$ cat config.mk
export PLATFORM = sky130hd
export DESIGN_NAME = ysyx_22040750_booth_mul_iter
export DESIGN_NICKNAME = d
export VERILOG_FILES = /design/src/rtl/ysyx_22040750_booth_mul_iter.sv
export SDC_FILE = /design/constraint.sdc
export NUM_CORES = 1
export LEC_CHECK = 0
export ABC_CLOCK_PERIOD_IN_PS = 5000
export BUFFER_PORTS_ARGS = -buffer_cell sky130_fd_sc_hd__buf_2
export CAP_MARGIN = 20
export CORE_UTILIZATION = 25
export DETAILED_ROUTE_END_ITERATION = 8
export PLACE_DENSITY = 0.53
export SLEW_MARGIN = 20
export SYNTH_ARGS = -nofsm -noshare
export SYNTH_HDL_FRONTEND = slang
export SYNTH_SLANG_ARGS = --single-unit
$ cat constraint.sdc
create_clock -name clk -period 5 [get_ports clk]
set_input_delay 0.5 -clock clk [delete_from_list [all_inputs] [get_ports clk]]
set_output_delay 0.5 -clock clk [all_outputs]
set_load 0.03 [all_outputs]
$ cat src/rtl/ysyx_22040750_booth_mul_iter.sv
// Iterative radix-4 Booth multiplier: one Booth digit per cycle, full 2*XLEN-bit product.
// Optional YSYX_22040750_MUL_EARLY_EXIT_EN ends BUSY once every remaining digit is zero.
module ysyx_22040750_booth_mul_iter #(
  parameter int XLEN  = 64,
  parameter int CNT_W = $clog2(XLEN/2+2)
) (
  input  logic            clk,
  input  logic            rst,
  input  logic            flush,
  input  logic            mul_valid,
  output logic            mul_ready,
  input  logic [XLEN-1:0] mul1,
  input  logic [XLEN-1:0] mul2,
  input  logic [1:0]      sext_flag,
  output logic            res_valid,
  input  logic            res_ready,
  output logic [XLEN-1:0] res_hi,
  output logic [XLEN-1:0] res_lo
);

  localparam int ACC_W = 2*XLEN+4;
  localparam int MPL_W = XLEN+3;
  localparam logic [CNT_W-1:0] LAST_CNT = CNT_W'(XLEN/2);

  typedef enum logic [1:0] {S_IDLE, S_BUSY, S_DONE} state_t;

  state_t             r_state;
  logic [MPL_W-1:0]   r_mplr;
  logic [ACC_W-1:0]   r_mcand;
  logic [ACC_W-1:0]   r_acc;
  logic [CNT_W-1:0]   r_cnt;
  logic               r_mul_ready;
  logic               r_res_valid;

  logic               w_s1;
  logic               w_s2;
  logic [ACC_W-1:0]   w_pp;
  logic               w_neg;
  logic [ACC_W-1:0]   w_addend;
  logic [ACC_W-1:0]   w_acc_sum;
  logic [MPL_W-1:0]   w_mplr_shr;
  logic [ACC_W-1:0]   w_mcand_shl;
  logic               w_last;

  assign w_s1 = mul1[XLEN-1] & sext_flag[1];
  assign w_s2 = mul2[XLEN-1] & sext_flag[0];

  // Booth digit from the low triple: magnitude 0/1/2 times multiplicand, plus sign
  always_comb begin
    w_pp  = '0;
    w_neg = 1'b0;
    case (r_mplr[2:0])
      3'b001, 3'b010: w_pp = r_mcand;
      3'b011:         w_pp = {r_mcand[ACC_W-2:0], 1'b0};
      3'b100: begin
        w_pp  = {r_mcand[ACC_W-2:0], 1'b0};
        w_neg = 1'b1;
      end
      3'b101, 3'b110: begin
        w_pp  = r_mcand;
        w_neg = 1'b1;
      end
      default: begin
        w_pp  = '0;
        w_neg = 1'b0;
      end
    endcase
  end

  // Subtraction folds into the same adder as invert plus carry-in
  assign w_addend    = w_neg ? ~w_pp : w_pp;
  assign w_acc_sum   = r_acc + w_addend + {{(ACC_W-1){1'b0}}, w_neg};
  assign w_mplr_shr  = {{2{r_mplr[MPL_W-1]}}, r_mplr[MPL_W-1:2]};
  assign w_mcand_shl = {r_mcand[ACC_W-3:0], 2'b00};

`ifdef YSYX_22040750_MUL_EARLY_EXIT_EN
  logic w_rest_zero;
  // A uniform remaining multiplier recodes to all-zero digits
  assign w_rest_zero = (&w_mplr_shr) | ~(|w_mplr_shr);
  assign w_last      = (r_cnt == LAST_CNT) | w_rest_zero;
`else
  assign w_last      = (r_cnt == LAST_CNT);
`endif

  always_ff @(posedge clk) begin
    if (rst) begin
      r_state     <= S_IDLE;
      r_mplr      <= '0;
      r_mcand     <= '0;
      r_acc       <= '0;
      r_cnt       <= '0;
      r_mul_ready <= 1'b1;
      r_res_valid <= 1'b0;
    end else if (flush) begin
      r_state     <= S_IDLE;
      r_acc       <= '0;
      r_cnt       <= '0;
      r_mul_ready <= 1'b1;
      r_res_valid <= 1'b0;
    end else begin
      case (r_state)
        S_IDLE: begin
          if (mul_valid && r_mul_ready) begin
            r_state     <= S_BUSY;
            r_mplr      <= {{2{w_s2}}, mul2, 1'b0};
            r_mcand     <= {{(XLEN+4){w_s1}}, mul1};
            r_acc       <= '0;
            r_cnt       <= '0;
            r_mul_ready <= 1'b0;
          end
        end
        S_BUSY: begin
          r_acc   <= w_acc_sum;
          r_mplr  <= w_mplr_shr;
          r_mcand <= w_mcand_shl;
          r_cnt   <= r_cnt + CNT_W'(1);
          if (w_last) begin
            r_state     <= S_DONE;
            r_res_valid <= 1'b1;
          end
        end
        S_DONE: begin
          if (res_ready) begin
            r_state     <= S_IDLE;
            r_res_valid <= 1'b0;
            r_mul_ready <= 1'b1;
          end
        end
        default: begin
          r_state     <= S_IDLE;
          r_res_valid <= 1'b0;
          r_mul_ready <= 1'b1;
        end
      endcase
    end
  end

  assign mul_ready = r_mul_ready;
  assign res_valid = r_res_valid;
  assign res_hi    = r_acc[2*XLEN-1:XLEN];
  assign res_lo    = r_acc[XLEN-1:0];

endmodule

Yosys cells after proc, flatten, opt, wreduce, memory -nomap -nowiden

Index checks and enable logic that the tools add are counted.

Flip-flop bits (word level): 341
Bits of input ports: 135
Output and inout bits: 130
Logic and storage cells: 63

Eq/ne operators: 12
Reductions and logical operators: 13
$add $sub $neg: 3
Bitwise operators: 6
Muxes and demuxes: 21

Operators by type and width:

| kind                                                                  | number |
|---|---|
| 132-bit one-hot mux with 2 select lines                               | 3 |
| 132-bit 2-to-1 mux                                                    | 3 |
| 67-bit one-hot mux with 2 select lines                                | 1 |
| 132-bit by 1-bit adder with 132-bit output                            | 1 |
| 132-bit adder                                                         | 1 |
| 132-bit inverter                                                      | 1 |
| 67-bit 2-to-1 mux                                                     | 1 |
| 6-bit one-hot mux with 2 select lines                                 | 1 |
| 3-bit AND reduction                                                   | 4 |
| 3-bit equality test, second input constant                            | 3 |
| 6-bit by 1-bit adder with 6-bit output, second input constant         | 1 |
| 3-bit by 2-bit equality test with 1-bit output, second input constant | 2 |
| 6-bit equality test, second input constant                            | 1 |
| 2-bit 2-to-1 mux                                                      | 3 |
| 6-bit 2-to-1 mux                                                      | 1 |
| 2-bit inequality test, second input constant                          | 3 |
| 1-bit one-hot mux with 3 select lines                                 | 2 |
| 2-bit one-hot mux with 3 select lines                                 | 1 |
| 1-bit 2-to-1 mux                                                      | 5 |
| 4-bit AND reduction                                                   | 1 |
| 2-bit OR reduction                                                    | 2 |
| 4-bit OR reduction                                                    | 1 |
| 3-bit by 1-bit equality test with 1-bit output, second input constant | 1 |
| 1-bit inverter                                                        | 3 |
| other kinds (8)                                                       | 9 |

Logic depth before layout (Yosys ltp)

Depth after elaboration: 8
Mapped depth: 22
Depth with buffers taken out: 19

Least setup slack after synthesis

OpenSTA, ideal clock, no wires.

Kind: reg-to-reg
Start: register r_mplr[0]
End: register r_acc[127]
Arrival: 4.936 ns
Slack: -0.005 ns
Cell stages (with the launch flop): 21
Buffers on the path: 3
Setup time: 0.069 ns
Clock period less this slack: 5.005 ns
Data required time: 4.931 ns
Cell sequence: dfxtp_1 -> inv_1 -> ha_1 -> o31ai_1 -> clkbuf_1 -> clkbuf_1 -> buf_1 -> xor2_1 -> ha_1 -> nand2_2 -> a2111oi_2 -> o2bb2ai_1 -> o211ai_1 -> a31o_1 -> a211o_1 -> o41a_4 -> o21ai_1 -> a2111oi_2 -> xnor2_1 -> or3_1 -> o21ai_1

Cells in the longest elaborated chain, start to end: 8
Elaborated cells on any way between the ends: 16
Those cells by class: add/sub (2); eq/ne (6); mux (4); bitwise (1); reduce/logical (3)

RTL lines:

| item                                                                      | RTL line | text |
|---|---|---|
| start, declared                                                           | 28       | `logic [MPL_W-1:0] r_mplr;` |
| start signal, assigned                                                    | 105      | `r_mplr <= {{2{w_s2}}, mul2, 1'b0};` |
| start signal, assigned                                                    | 114      | `r_mplr <= w_mplr_shr;` |
| 3-bit equality test, or another cell as far along                         | 52       | `case (r_mplr[2:0])` |
| 4-bit OR reduction (no source line) or 2-bit OR reduction (tied branches) | n/a      |  |
| 132-bit one-hot mux with 2 select lines                                   | 52       |  |
| 132-bit inverter                                                          | 71       | `assign w_addend = w_neg ? ~w_pp : w_pp;` |
| 132-bit 2-to-1 mux                                                        | 71       |  |
| 132-bit adder                                                             | 72       | `assign w_acc_sum = r_acc + w_addend + {{(ACC_W-1){1'b0}}, w_neg};` |
| 132-bit by 1-bit adder with 132-bit output (*)                            | 72       |  |
| 132-bit one-hot mux with 2 select lines (*)                               | 101      | `case (r_state)` |
| end signal, assigned                                                      | 113      | `r_acc <= w_acc_sum;` |
| end, declared                                                             | 30       | `logic [ACC_W-1:0] r_acc;` |

Every way passes the cells marked *; elsewhere a longest branch is shown, timed or not.
A chain may end at the register's enable or synchronous reset.

Worst setup path after layout

Start: register r_mplr[0]
End: register r_acc[123]

The elaborated chain is that of the path after synthesis.

==> reports/qor.csv <==
metric;value;unit
track_usage;17.3;%
drc;0;
r2r_setup_slack;230;ps
cp-end-kind;flip-flop;
die-area;0.0941;mm2
drv_cap;0;
grt-ovfl-total;0;
cts_tree;yes;
cts_hold_buf;0;
r2r_cells;19;
path_common_cell;ha_1;
synth_top_area_share;28.7;%
finalCritPeriodShare;95.4;%
slew_headroom;30.8;%
ys_ff_latch;333;
hold_viol;0;
ys_async_sr_fraction;0;%
fin_area;0.0283;mm2
cts_sinks;333;
cpMaxStageDelayCell;o41a_4;
setup_violations;0;
stdcell_count;4637;
r2r-end;r_acc[123]$_SDFFE_PP0P_;
p_leak;11.3;nW
worstPathCellList;inv_1 -> ha_1 -> o31ai_4 -> buf_4 -> clkbuf_16 -> xor2_1 -> ha_1 -> nand2_2 -> a2111oi_2 -> o2bb2ai_1 -> o211ai_1 -> a31o_1 -> a211o_1 -> o41a_4 -> o211ai_2 -> a21boi_1 -> o21ai_2 -> xnor2_1 -> o21ai_1;
dp_slack;40.4;ps
setup_ws;228;ps
grt_pass1_wl;130;mm
grt_start_max_net_pins;216;
synth_flop_cell;dfxtp_1;
status;finished, final reports clean;
wl_per_cell;18.3;um
hp-class;input port to flip-flop;
fmax;0.210;GHz
min_from;mul1[43];
critical-path-max-stage-delay;420;ps
synth.distinct_cells;89;
synthTopCellsByArea;dfxtp_1 29%, ha_1 8.5%, nand2_1 7.5%, xor2_1 6.6%, a21oi_1 6.3%;
dpl.cell_count;4541;
peakVddDrop;0.216;mV
period_needed;4770;ps
crit_type;flip-flop to flip-flop;
avgSynthCellArea;7.50;um2
finalSetupTns;0;ps
syn_area;0.0232;mm2
place_hpwl;63.4;mm
nets;3651;
viasPerCell;5.06;
yosysSeqAreaShare;28.7;%
synth_edf_count;0;
power.density;271;mW/mm2
synth_nets;3393;
rsz0062_at_grt;yes;
finalWeightedCongestion;0.929;
totalPowerFinal;7.67;mW
place_area;0.0266;mm2
yosys_warnings;0;
coreArea;0.0918;mm2
vias;23500;
portBuffers;264;
timing.hold.ws;182;ps
drive_above_1_share;16.7;%
cp-startpoint;r_mplr[0]$_SDFFE_PP0P_;
grt_pass1_vias;22300;
startpoint_type;flip-flop;
path_clk_slew;60;ps
r2r-start;r_mplr[0]$_SDFFE_PP0P_;
numCtsBuffers;44;
crit_end;r_acc[123]$_SDFFE_PP0P_;
dr.pass1.iters;7;
clockBufferDepth;3;
clock_skew;41.5;ps
required;5440;ps
tightest_slew;1030;ps
worstPathMaxFanout;13;
dieHeight;307;um
antenna_left;0;
clk_latency;590;ps
rows;111;
io_pins;265;
drtIter0Drc;1636;
cts-root-buf;clkbuf_16;
yosysTopAreaCell;dfxtp_1;
die_w;307;um
htreeDepth;2;
netlist_instances;3099;
antenna_found_initial;16;
initial_core_util;25.3;%
wl;84.7;mm
crit_arrival;5210;ps
fin_util;30.8;%
syn_to_final_growth;21.9;%
maxSlewViolCount;0;
==> final cells by class <==
class                           instances  area (um2)
Timing Repair Buffer                  428        2710
Clock buffer                           67        1350
Multi-Input combinational cell       2501       15700
Fill cell                           10000       63500
Antenna cell                            3        7.51
Sequential cell                       333        6670
Clock inverter                         13         143
Inverter                               49         184
Tap cell                             1243        1560
==> critical path: cells and delay by family (launching register included) <==
family                     cells  cell delay, ps
AOI/OAI and AO/OA             11            2870
adders and majority gates      2             620
buffers and inverters          3             440
DFF                            1             350
xor gates and xnor gates       2             230
and+or+nand+nor                1             130
==> power by group <==
| group | internal [mW] | total (mW) | switching [mW] |
|---|---|---|---|
| sequential | 2.79 | 2.92 | 0.129 |
| clock | 1.97 | 3.27 | 1.31 |
| combinational | 0.564 | 1.48 | 0.920 |
| total | 5.32 | 7.67 | 2.36 |
==> worst min path at each step <==
| stage | end | slack (ps) | cells after the start |
|---|---|---|---|
| 5_1_grt | r_mcand[43]$_SDFFE_PP0P_ | 160 | 3 |
| 2_1_floorplan | r_cnt[4]$_SDFFE_PP0P_ | 440 | 1 |
| 6_report | r_mcand[43]$_SDFFE_PP0P_ | 180 | 3 |
| 4_1_cts | r_mcand[43]$_SDFFE_PP0P_ | 140 | 3 |
| 3_5_place_dp | r_mplr[40]$_SDFFE_PP0P_ | 470 | 2 |
| 3_3_place_gp | r_mplr[59]$_SDFFE_PP0P_ | 460 | 2 |
==> registers in the layout, summed over array words and instances, names as in the netlist <==
register / count
mul_ready: 1
r_mcand: 128
res_valid: 1
r_acc: 128
r_state: 2
r_mplr: 67
r_cnt: 6
==> synth_stat cells (12+ instances only) <==
master    count
nand2_1     462
nor2_1      373
dfxtp_1     333
a21oi_1     292
a22oi_1     182
clkbuf_1    182
xor2_1      175
o21ai_0     162
ha_1        158
a311oi_1    128
nor3_1       94
xnor2_1      74
nand4_1      64
inv_1        48
a21o_1       44
o21bai_1     41
nand3_1      24
o21ai_1      18
o21a_1       17
buf_1        15
buf_2        15
a22o_1       12
==> placed cells by master, fill, tap and decap left out, types with 17 or more instances in the layout <==
cell type	n
a21o_1	44
a21oi_1	288
a22oi_1	181
a311oi_1	128
buf_2	263
buf_4	153
clkbuf_16	48
dfxtp_1	332
ha_1	155
inv_1	48
nand2_1	460
nand3_1	24
nand4_1	64
nor2_1	372
nor3_1	94
o21a_1	17
o21ai_0	159
o21ai_1	18
o21bai_1	41
xnor2_1	74
xor2_1	174
==> routing by layer <==
layer / track usage, % / up-vias / wire, um
li1: - / 11700 / -
met1: 23.5 / 11000 / 39100
met2: 27.3 / 601 / 37300
met3: 3.47 / 140 / 5450
met4: 5.63 / 26 / 2690
met5: 0 / - / 138
==> kinds of logic (layout without fill, tap and decap cells) <==
| logic type | count (synthesis) | count (layout) | share of synthesized area [%] |
|---|---|---|---|
| muxes | 3 | 3 | 0.135 |
| other | 0 | 3 | 0 |
| AOI/OAI and AO/OA | 983 | 983 | 28.3 |
| buffers and inverters | 265 | 557 | 4.42 |
| adders and majority gates | 159 | 159 | 8.60 |
| DFF | 333 | 333 | 28.7 |
| xor gates and xnor gates | 249 | 249 | 9.39 |
| and+or+nand+nor | 1107 | 1107 | 20.5 |
==> repair_timing <==
item	in CTS	in global routing
gates resized for setup	0	23
buffers inserted	0	11
hold endpoints to repair	0	0
setup endpoints to repair	0	24
Power figures use the tool's default switching activity.
